--- src/rtl/arb_client.sv ---
// Requester-side client: queues jobs in a small FIFO, requests the 2-way arbiter and streams one beat per granted cycle.
// Latency: req rises one cycle after a job lands in an idle FIFO; beats follow the cycle after gnt is seen in REQ.
// Backpressure: job_ready drops when the FIFO is full; gnt low pauses beats in XFER; grant timeout in REQ drops the head job.
module arb_client #(
  parameter int DEPTH   = 4,
  parameter int LEN_W   = 4,
  parameter int TIMEOUT = 64
) (
  input  logic             clk,
  input  logic             rst_n,
  input  logic             job_valid,
  input  logic [LEN_W-1:0] job_len,
  output logic             job_ready,
  input  logic             gnt,
  output logic             req,
  output logic             beat_valid,
  output logic             beat_last,
  output logic [LEN_W-1:0] beat_idx,
  output logic             busy,
  output logic             timeout_err,
  input  logic             err_clr
);

  localparam int PTR_W  = $clog2(DEPTH);
  localparam int CNT_W  = PTR_W + 1;
  localparam int WAIT_W = $clog2(TIMEOUT);

  typedef enum logic [1:0] {
    S_IDLE = 2'd0,
    S_REQ  = 2'd1,
    S_XFER = 2'd2,
    S_HOLD = 2'd3
  } state_e;

  state_e             state_q, state_d;
  logic [LEN_W-1:0]   mem_q [DEPTH];
  logic [LEN_W-1:0]   mem_d [DEPTH];
  logic [PTR_W-1:0]   wr_ptr_q, wr_ptr_d;
  logic [PTR_W-1:0]   rd_ptr_q, rd_ptr_d;
  logic [CNT_W-1:0]   count_q, count_d;
  logic [WAIT_W-1:0]  wait_q, wait_d;
  logic [LEN_W-1:0]   beat_q, beat_d;
  logic               req_q, req_d;
  logic               err_q, err_d;

  logic               push;
  logic               pop;
  logic               set_err;
  logic               fifo_empty;
  logic [LEN_W-1:0]   head_len;

  // Job FIFO: ready depends only on occupancy, so a same-cycle pop never frees a slot for a push.
  always_comb begin
    job_ready  = (count_q != CNT_W'(DEPTH));
    fifo_empty = (count_q == '0);
    push       = job_valid && job_ready;
    head_len   = mem_q[rd_ptr_q];
    mem_d      = mem_q;
    wr_ptr_d   = wr_ptr_q;
    rd_ptr_d   = rd_ptr_q;
    count_d    = count_q;
    if (push) begin
      mem_d[wr_ptr_q] = job_len;
      wr_ptr_d        = wr_ptr_q + PTR_W'(1);
    end
    if (pop) begin
      rd_ptr_d = rd_ptr_q + PTR_W'(1);
    end
    case ({push, pop})
      2'b10:   count_d = count_q + CNT_W'(1);
      2'b01:   count_d = count_q - CNT_W'(1);
      default: count_d = count_q;
    endcase
  end

  // Request FSM: next state, counters, beat outputs and head-of-queue pops.
  always_comb begin
    state_d    = state_q;
    wait_d     = '0;
    beat_d     = '0;
    pop        = 1'b0;
    set_err    = 1'b0;
    beat_valid = 1'b0;
    beat_last  = 1'b0;
    beat_idx   = '0;
    case (state_q)
      S_IDLE: begin
        if (!fifo_empty) begin
          state_d = S_REQ;
        end
      end
      S_REQ: begin
        if (gnt) begin
          state_d = S_XFER;
        end else if (wait_q == WAIT_W'(TIMEOUT - 1)) begin
          pop     = 1'b1;
          set_err = 1'b1;
          state_d = S_HOLD;
        end else begin
          wait_d = wait_q + WAIT_W'(1);
        end
      end
      S_XFER: begin
        beat_idx = beat_q;
        beat_d   = beat_q;
        if (gnt) begin
          beat_valid = 1'b1;
          if (beat_q == head_len) begin
            // Counter returns to zero here, so an all-ones length never wraps mid-job.
            beat_last = 1'b1;
            pop       = 1'b1;
            beat_d    = '0;
            state_d   = S_HOLD;
          end else begin
            beat_d = beat_q + LEN_W'(1);
          end
        end
      end
      S_HOLD: begin
        state_d = S_IDLE;
      end
      default: begin
        state_d = S_IDLE;
      end
    endcase
    req_d = (state_d == S_REQ) || (state_d == S_XFER);
    err_d = set_err || (err_q && !err_clr);
  end

  // State registers; reset empties the queue and drops req without waiting for a clock.
  always_ff @(posedge clk or negedge rst_n) begin
    if (!rst_n) begin
      state_q  <= S_IDLE;
      wr_ptr_q <= '0;
      rd_ptr_q <= '0;
      count_q  <= '0;
      wait_q   <= '0;
      beat_q   <= '0;
      req_q    <= 1'b0;
      err_q    <= 1'b0;
      for (int i = 0; i < DEPTH; i++) begin
        mem_q[i] <= '0;
      end
    end else begin
      state_q  <= state_d;
      wr_ptr_q <= wr_ptr_d;
      rd_ptr_q <= rd_ptr_d;
      count_q  <= count_d;
      wait_q   <= wait_d;
      beat_q   <= beat_d;
      req_q    <= req_d;
      err_q    <= err_d;
      mem_q    <= mem_d;
    end
  end

  // Status outputs.
  always_comb begin
    req         = req_q;
    timeout_err = err_q;
    busy        = (state_q != S_IDLE) || !fifo_empty;
  end

endmodule

--- config.mk ---
export PLATFORM = sky130hd
export DESIGN_NAME = arb_client
export DESIGN_NICKNAME = d
export VERILOG_FILES = /design/src/rtl/arb_client.sv
export SDC_FILE = /design/constraint.sdc
export NUM_CORES = 1
export LEC_CHECK = 0
export BUFFER_PORTS_ARGS = -buffer_cell sky130_fd_sc_hd__buf_2
export CORE_ASPECT_RATIO = 1.4
export CORE_MARGIN = 2
export CORE_UTILIZATION = 58
export DETAILED_ROUTE_END_ITERATION = 10
export PLACE_DENSITY = 0.8
export SYNTH_ARGS = -nofsm -noshare
export SYNTH_HDL_FRONTEND = slang
export SYNTH_SLANG_ARGS = --single-unit
--- constraint.sdc ---
create_clock -name clk -period 3 [get_ports clk]
set_input_delay 0.6 -clock clk [delete_from_list [all_inputs] [get_ports clk]]
set_output_delay 0.6 -clock clk [all_outputs]
set_load 0.02 [all_outputs]
=== After elaboration in Yosys (flattened, before gate mapping) ===
Index checks and enable logic that the tools add are counted.

* Register bits after elaboration: 37
* Bits of input ports: 9
* Output and inout bits: 10

* $add $sub $neg: 6
* $lt $le $gt $ge: 3
* Equality and inequality tests: 11
* Mux-type cells: 29
* Bitwise logic cells: 2
* Reduce and logical (&&, ||, !) cells: 12

{| class="wikitable"
|+ Operator list
! kind !! count
|-
| 4-bit 2-to-1 mux || 7
|-
| 6-bit 2-to-1 mux || 3
|-
| 16-bit bitwise mux || 1
|-
| 2-bit 2-to-1 mux || 5
|-
| 4-bit binary-select mux with 2-bit select || 1
|-
| 4-bit demux with 2-bit select || 1
|-
| 2-bit equality test (second input constant) || 4
|-
| 1-bit 2-to-1 mux || 8
|-
| 2-bit case mux with 4 select lines || 1
|-
| 6-bit by 1-bit adder with 6-bit output (second input constant) || 1
|-
| 2-bit by 1-bit equality test with 1-bit output (second input constant) || 3
|-
| 6-bit equality test (second input constant) || 1
|-
| 3-bit greater-or-equal comparator (second input constant) || 2
|-
| 2-bit inverter with 3-bit output || 2
|-
| 3-bit case mux with 2 select lines || 1
|-
| 2-bit by 1-bit adder with 2-bit output (second input constant) || 2
|-
| 4-bit by 1-bit adder with 4-bit output (second input constant) || 1
|-
| 4-bit equality test || 1
|-
| 2-bit nonzero test || 2
|-
| 3-bit by 1-bit adder with 3-bit output (second input constant) || 1
|-
| 1-bit logical AND || 3
|-
| 3-bit logical NOT || 1
|-
| 1-bit logical OR || 3
|-
| 3-bit by 1-bit less-than comparator with 1-bit output (second input constant) || 1
|-
| other kinds (6) || 7
|}

=== Depth between registers and ports, before layout ===
* Word-level depth: 10
* Mapped depth: 12
* Mapped depth without buffers: 12

=== Least setup slack after synthesis ===
No wires, ideal clock.

* Kind: register to register
* From: register rd_ptr_q[0]
* To: register count_q[2]
* Library setup time: 0.125 ns
* Arrival time: 2.741 ns
* Path slack: 0.133 ns
* Cell stages (with the launch flop): 13
* Buffers on the path: 1
* Clock period less this slack: 2.867 ns
* Cells stage by stage: dfrtp_1 -> buf_6 -> mux4_1 -> xnor2_1 -> and4_2 -> nand2_1 -> inv_1 -> o21a_1 -> ha_1 -> fa_1 -> xnor2_1 -> nor2_1 -> xor2_1

* Cells in the longest elaborated chain, start to end: 10
* Elaborated cells on any way between the ends: 12
* Classes of those cells: 3 x eq/ne; 7 x mux; 1 x bitwise; 1 x reduce/logical

{| class="wikitable"
|+ Ends and longest elaborated chain
! item !! line !! RTL
|-
| start: declaration || 39 || <nowiki>logic [PTR_W-1:0] rd_ptr_q, rd_ptr_d;</nowiki>
|-
| start signal: assignment || 147 || <nowiki>rd_ptr_q <= rd_ptr_d;</nowiki>
|-
| 2-bit inverter with 3-bit output (not written as such) * || 57 || <nowiki>head_len = mem_q[rd_ptr_q];</nowiki>
|-
| 4-bit binary-select mux with 2-bit select * || 57 ||
|-
| 4-bit 2-to-1 mux (not written as such) * (2 in a row) || 57 ||
|-
| 4-bit equality test * || 108 || <nowiki>if (beat_q == head_len) begin</nowiki>
|-
| 1-bit 2-to-1 mux * || 108 ||
|-
| 1-bit 2-to-1 mux * || 106 || <nowiki>if (gnt) begin</nowiki>
|-
| 1-bit case mux with 2 select lines * || 86 || <nowiki>case (state_q)</nowiki>
|-
| net pop || 47 || <nowiki>logic pop;</nowiki>
|-
| 2-bit by 1-bit equality test with 1-bit output / 2-bit equality test (equally long branches) || 69 || <nowiki>case ({push, pop})</nowiki>
|-
| 3-bit case mux with 2 select lines / 2-bit nonzero test (equally long branches) || n/a ||
|-
| end signal: assignment || 148 || <nowiki>count_q <= count_d;</nowiki>
|-
| end: declaration || 40 || <nowiki>logic [CNT_W-1:0] count_q, count_d;</nowiki>
|}

The timed path passes the listed nets; every way through them passes the cells marked *. The select of a mux whose other input is x is not followed.
A chain may end at the register's enable or synchronous reset.

=== Final worst setup path ===
* From: register rd_ptr_q[0]
* To: register count_q[1]

* Cells in the longest elaborated chain, start to end: 10
* Elaborated cells on any way between the ends: 12
* Classes of those cells: 3 x eq/ne; 7 x mux; 1 x bitwise; 1 x reduce/logical

{| class="wikitable"
|+ Ends and longest elaborated chain
! item !! line
|-
| 2-bit inverter with 3-bit output (not written as such) * || 57
|-
| 4-bit binary-select mux with 2-bit select * || 57
|-
| 4-bit 2-to-1 mux (not written as such) * (2 in a row) || 57
|-
| 4-bit equality test * || 108
|-
| 1-bit 2-to-1 mux * || 108
|-
| 1-bit 2-to-1 mux * || 106
|-
| 1-bit case mux with 2 select lines * || 86
|-
| net pop || 47
|-
| 2-bit by 1-bit equality test with 1-bit output / 2-bit equality test (equally long branches) || 69
|-
| 3-bit case mux with 2 select lines * || 69
|-
| net count_d[1] || 40
|}

Marks and branches as above.

==> results_tabular.tex <==
\begin{tabular}{lr}
\hline
Metric & Value \\
\hline
\multicolumn{2}{l}{\textbf{Route}} \\
\quad Average vias per placed instance & between 5 and 6 \\
\quad Aggregate routed wire length & around 3800 um \\
\quad Iteration count of the initial detailed-routing pass & 4 \\
\quad Final routed DRC violation total & 0 \\
\quad Routed via count & 1385 \\
\quad Initial DRC Count & 41 \\
\quad Count of nets left with antenna violations after detail routing & 0 \\
\quad Wire length per cell after detailed routing & between 15 and 20 um \\
\multicolumn{2}{l}{\textbf{Cells and area}} \\
\quad Final standard cell utilization of the core & around 67\% \\
\quad Footprint of the multi-input gates & 981 um\^{}2 \\
\quad FF+latch area & about 900 um\^{}2 \\
\quad \# fillers & $\sim$270 \\
\quad Number of standard cells in the layout, taps in and fillers out & approximately 240 \\
\quad Nets & 218 \\
\quad Final antenna diode count & 0 \\
\quad Layout overhead on the synthesized area & 12.2\% \\
\quad Share of post-route cells with drive strength above 1 & between 30\% and 40\% \\
\multicolumn{2}{l}{\textbf{STA}} \\
\quad Fin Clk Skew & around 0.012 ns \\
\quad Slew HR & 45.9\% \\
\quad Summed negative setup slack over all endpoints & 0 ns \\
\quad Pin slew with the least headroom to its limit & around 0.81 ns \\
\quad Fraction of the cycle the final worst path needs & 95.7\% \\
\quad Setup violation total in the final timing report & 0 \\
\quad Min Clock Period, post-route & 2.87 ns \\
\quad Final hold violations & 0 \\
\quad Highest clock frequency the design can meet & roughly 350 MHz \\
\quad Unrepaired setup endpoints after global routing & true \\
\quad Number of max-slew violations in the final report & 0 \\
\multicolumn{2}{l}{\textbf{Placement}} \\
\quad Final weighted congestion in routability-driven placement & a little over 0.8 \\
\quad Dpl hpwl & about 2900 um \\
\quad Number of placed instances, taps included & $\sim$230 \\
\quad Buffers added on ports & 18 \\
\multicolumn{2}{l}{\textbf{Logic synthesis}} \\
\quad Cell taking the most area after synthesis & sky130\_fd\_sc\_hd\_\_dfrtp\_1 \\
\quad Cell count after synthesis & roughly 170 \\
\quad Post-synthesis register bit count & 37 \\
\quad Most frequent cells after synthesis & sky130\_fd\_sc\_hd\_\_dfrtp\_1 (37), sky130\_fd\_sc\_hd\_\_mux2\_2 (17), sky130\_fd\_sc\_hd\_\_nand2\_1 (15) \\
\quad Proportion of synthesized chip area in sequential cells & around 47\% \\
\quad Largest cells by area after synthesis & sky130\_fd\_sc\_hd\_\_dfrtp\_1 (47\%), sky130\_fd\_sc\_hd\_\_mux2\_2 (9.7\%), sky130\_fd\_sc\_hd\_\_ha\_1 (7.0\%), sky130\_fd\_sc\_hd\_\_mux4\_1 (5.3\%), sky130\_fd\_sc\_hd\_\_xnor2\_1 (3.5\%) \\
\quad Post-synthesis cell type count & 37 \\
\quad Cell with the most instances after synthesis & sky130\_fd\_sc\_hd\_\_dfrtp\_1 \\
\quad Most used flip-flop cell after synthesis & sky130\_fd\_sc\_hd\_\_dfrtp\_1 \\
\quad Number of warnings reported in the yosys synthesis log & 0 \\
\quad Count of flip-flops with a built-in enable after synthesis & 0 \\
\quad Average cell area after synthesis & 11.5 um\^{}2 \\
\quad Mapped Nets & 193 \\
\quad Share of flip-flops with an asynchronous set or reset & between 90\% and 100\% \\
\quad Cell area after synthesis & just under 0.002 mm\^{}2 \\
\quad Area share of the largest cell type after synthesis & 46.9\% \\
\multicolumn{2}{l}{\textbf{Global route}} \\
\quad Overall overflow remaining after global route & 0 \\
\quad Global routing's busiest layer & met2 \\
\quad Global-route met2 utilization & between 40\% and 50\% \\
\quad GRT met1 Usage & between 20 and 25\% \\
\quad Via count of the first global-routing pass & 1401 \\
\quad Wire length of the first global-routing pass & around 6200 um \\
\quad Largest net degree at the start of global routing & 38 \\
\quad Met3 Usage GRT & under 10\% \\
\quad Overall fraction of global-route tracks in use & a little under a quarter \\
\quad Antenna violations before repair & 0 \\
\multicolumn{2}{l}{\textbf{Setup path}} \\
\quad Crit path capture type & flop \\
\quad Startpoint Class & flop \\
\quad Critical path depth & 9 \\
\quad Slowest CP cell & sky130\_fd\_sc\_hd\_\_mux4\_2 \\
\quad Number of cell instances on the worst register-to-register path & 9 \\
\quad Buffer and inverter count on the worst path & 1 \\
\quad Top Family by Delay on Critical Path & multiplexers \\
\quad Arrival time at the worst endpoint & between 3 and 4 ns \\
\quad Kind of critical path & flop to flop \\
\quad Required arrival time at the worst endpoint & around 3.2 ns \\
\quad Sequence of cells on the critical path & mux4\_2 > xnor2\_1 > and4\_2 > nand2\_1 > inv\_1 > o21a\_1 > ha\_1 > fa\_2 > mux2\_2 \\
\quad Max FO, Critical Path & 6 \\
\quad CP peak stage delay & roughly 0.53 ns \\
\quad R2r setup slk & between 0.1 and 0.15 ns \\
\multicolumn{2}{l}{\textbf{Power}} \\
\quad Power density over the cells & slightly below 900 mW/mm\^{}2 \\
\quad Largest voltage drop on the vdd net & about 0.00051 V \\
\quad Leakage power & 1.03 nW \\
\multicolumn{2}{l}{\textbf{Floorplanning}} \\
\quad Die Height & 73.1 um \\
\quad Standard cell core area & between 0.003 and 0.004 mm\^{}2 \\
\quad Floorplan die area & between 0.003 and 0.004 mm\^{}2 \\
\quad Number of placement rows & 25 \\
\quad Io pins & 19 \\
\quad Die outline width & approximately 53 um \\
\quad Initial standard-cell utilization of the core & about three fifths \\
\multicolumn{2}{l}{\textbf{Hold path}} \\
\quad Hold crit path type & input pin to asynchronous set/reset pin \\
\multicolumn{2}{l}{\textbf{CTS}} \\
\quad Clock network latency to the later pin of the worst-skew pair & between 0.2 and 0.3 ns \\
\quad Cell chosen for the clock root & sky130\_fd\_sc\_hd\_\_clkbuf\_8 \\
\quad Count of hold-fix buffers inserted at cts & 0 \\
\quad Clock tree from TritonCTS & built \\
\quad Number of levels in the clock H-tree & 2 \\
\quad Number of buffers inserted during clock tree synthesis & 5 \\
\quad Clock-pin slew of the registers on the worst-case setup and hold paths & $\sim$0.070 ns \\
\quad CTS Buffer Depth & 2 \\
\quad Number of clock sinks & 37 \\
\multicolumn{2}{l}{\textbf{Status}} \\
\quad Result of the run & complete, no violations \\
\multicolumn{2}{l}{\textbf{Job}} \\
\quad Number of maximum-capacitance violations & 0 \\
\hline
\end{tabular}
flip-flops by register name, summed over array words and instances, names as in the netlist:
register,flops
wr_ptr_q,2
timeout_err,1
beat_q,4
count_q,3
mem_q,16
wait_q,6
req,1
state_q,2
rd_ptr_q,2
layout by cell type (no fill, tap or decap), types with 2 or more instances in the layout:
cell | Yosys | layout
sky130_fd_sc_hd__dfrtp_1 | 37 | 36
sky130_fd_sc_hd__buf_2 | 0 | 18
sky130_fd_sc_hd__mux2_2 | 17 | 17
sky130_fd_sc_hd__nand2_1 | 15 | 15
sky130_fd_sc_hd__nor2_1 | 11 | 11
sky130_fd_sc_hd__inv_1 | 11 | 11
sky130_fd_sc_hd__ha_1 | 11 | 11
sky130_fd_sc_hd__xnor2_1 | 8 | 7
sky130_fd_sc_hd__a21oi_1 | 7 | 7
sky130_fd_sc_hd__clkbuf_8 | 0 | 7
sky130_fd_sc_hd__nand3_1 | 6 | 6
sky130_fd_sc_hd__and2_1 | 5 | 5
sky130_fd_sc_hd__mux4_2 | 0 | 4
sky130_fd_sc_hd__o21ai_0 | 4 | 4
sky130_fd_sc_hd__xor2_1 | 4 | 4
sky130_fd_sc_hd__nor3_1 | 3 | 3
sky130_fd_sc_hd__buf_4 | 0 | 3
sky130_fd_sc_hd__nand2b_1 | 2 | 2
sky130_fd_sc_hd__and3_2 | 2 | 2
sky130_fd_sc_hd__or3_1 | 2 | 2
sky130_fd_sc_hd__o311ai_0 | 2 | 2
sky130_fd_sc_hd__a31oi_1 | 2 | 2
metal layers:
| layer | wire length (um) | part of all wire [%] |
|---|---|---|
| met1 | 1480 | 39 |
| met2 | 2150 | 56 |
| met3 | 128 | 3.3 |
| met4 | 70 | 1.8 |
| met5 | 0 | 0 |
final timing paths:
path / start / end
worst max-delay path: rd_ptr_q[0]$_DFFE_PN0P_ / count_q[1]$_DFFE_PN0P_
worst min-delay path: rst_n / wait_q[0]$_DFF_PN0_
worst max register to register: rd_ptr_q[0]$_DFFE_PN0P_ / count_q[1]$_DFFE_PN0P_
worst min register to register: timeout_err$_DFF_PN0_ / timeout_err$_DFF_PN0_
max in group asynchronous: rst_n / rd_ptr_q[0]$_DFFE_PN0P_
min in group clk: timeout_err$_DFF_PN0_ / timeout_err$_DFF_PN0_
final cells by class:
class	instances	share of cell area [%]
timing repair buffer	21	5.08
clock inverter	1	0.226
tap	40	2.26
clock buffer	7	4.35
inverter	12	2.03
multi-input combinational	120	44.2
sequential	37	41.8
worst reg2reg max path, stage by stage, from the launching register on:
cell	delay, ns
sky130_fd_sc_hd__dfrtp_2	0.46
sky130_fd_sc_hd__mux4_2	0.53
sky130_fd_sc_hd__xnor2_1	0.24
sky130_fd_sc_hd__and4_2	0.29
sky130_fd_sc_hd__nand2_1	0.09
sky130_fd_sc_hd__inv_1	0.12
sky130_fd_sc_hd__o21a_1	0.13
sky130_fd_sc_hd__ha_1	0.20
sky130_fd_sc_hd__fa_2	0.44
sky130_fd_sc_hd__mux2_2	0.26
cells by family (layout without fill, tap and decap cells):
| family | count (synthesis) | count (layout) | synth area share, % |
|---|---|---|---|
| and+or+nand+nor | 50 | 50 | 12.7 |
| adders and majority gates | 12 | 12 | 7.98 |
| AOI/OAI and AO/OA | 25 | 25 | 8.87 |
| xor gates and xnor gates | 12 | 12 | 5.32 |
| buffers and inverters | 15 | 41 | 3.23 |
| muxes | 21 | 21 | 15.0 |
| DFF | 37 | 37 | 46.9 |
metrics by stage:
step | setup slack, ns | total power [W] | hold slack [ns] | cell area, um^2
after floorplan | 0.133 | 0.00140 | 0.304 | 1980
after global placement | 0.102 | 0.00153 | 0.452 | 2100
after detailed placement | -0.0404 | 0.00160 | 0.468 | 2100
after CTS | 0.0307 | 0.00198 | 0.429 | 2210
after global routing | 0.00970 | 0.00212 | 0.469 | 2220
final | 0.129 | 0.00198 | 0.399 | 2220
timing repair:
item	CTS	global route
setup buffers	0	2
setup endpoints to repair	2	3
pin swaps	0	1
resized for setup	1	6
gates cloned	0	0
power by group:
part           internal [W]  switching (W)
logic              0.000391       0.000392
registers          0.000680       0.000148
clock network      0.000208       0.000167
(Power assumes the default switching activity.)
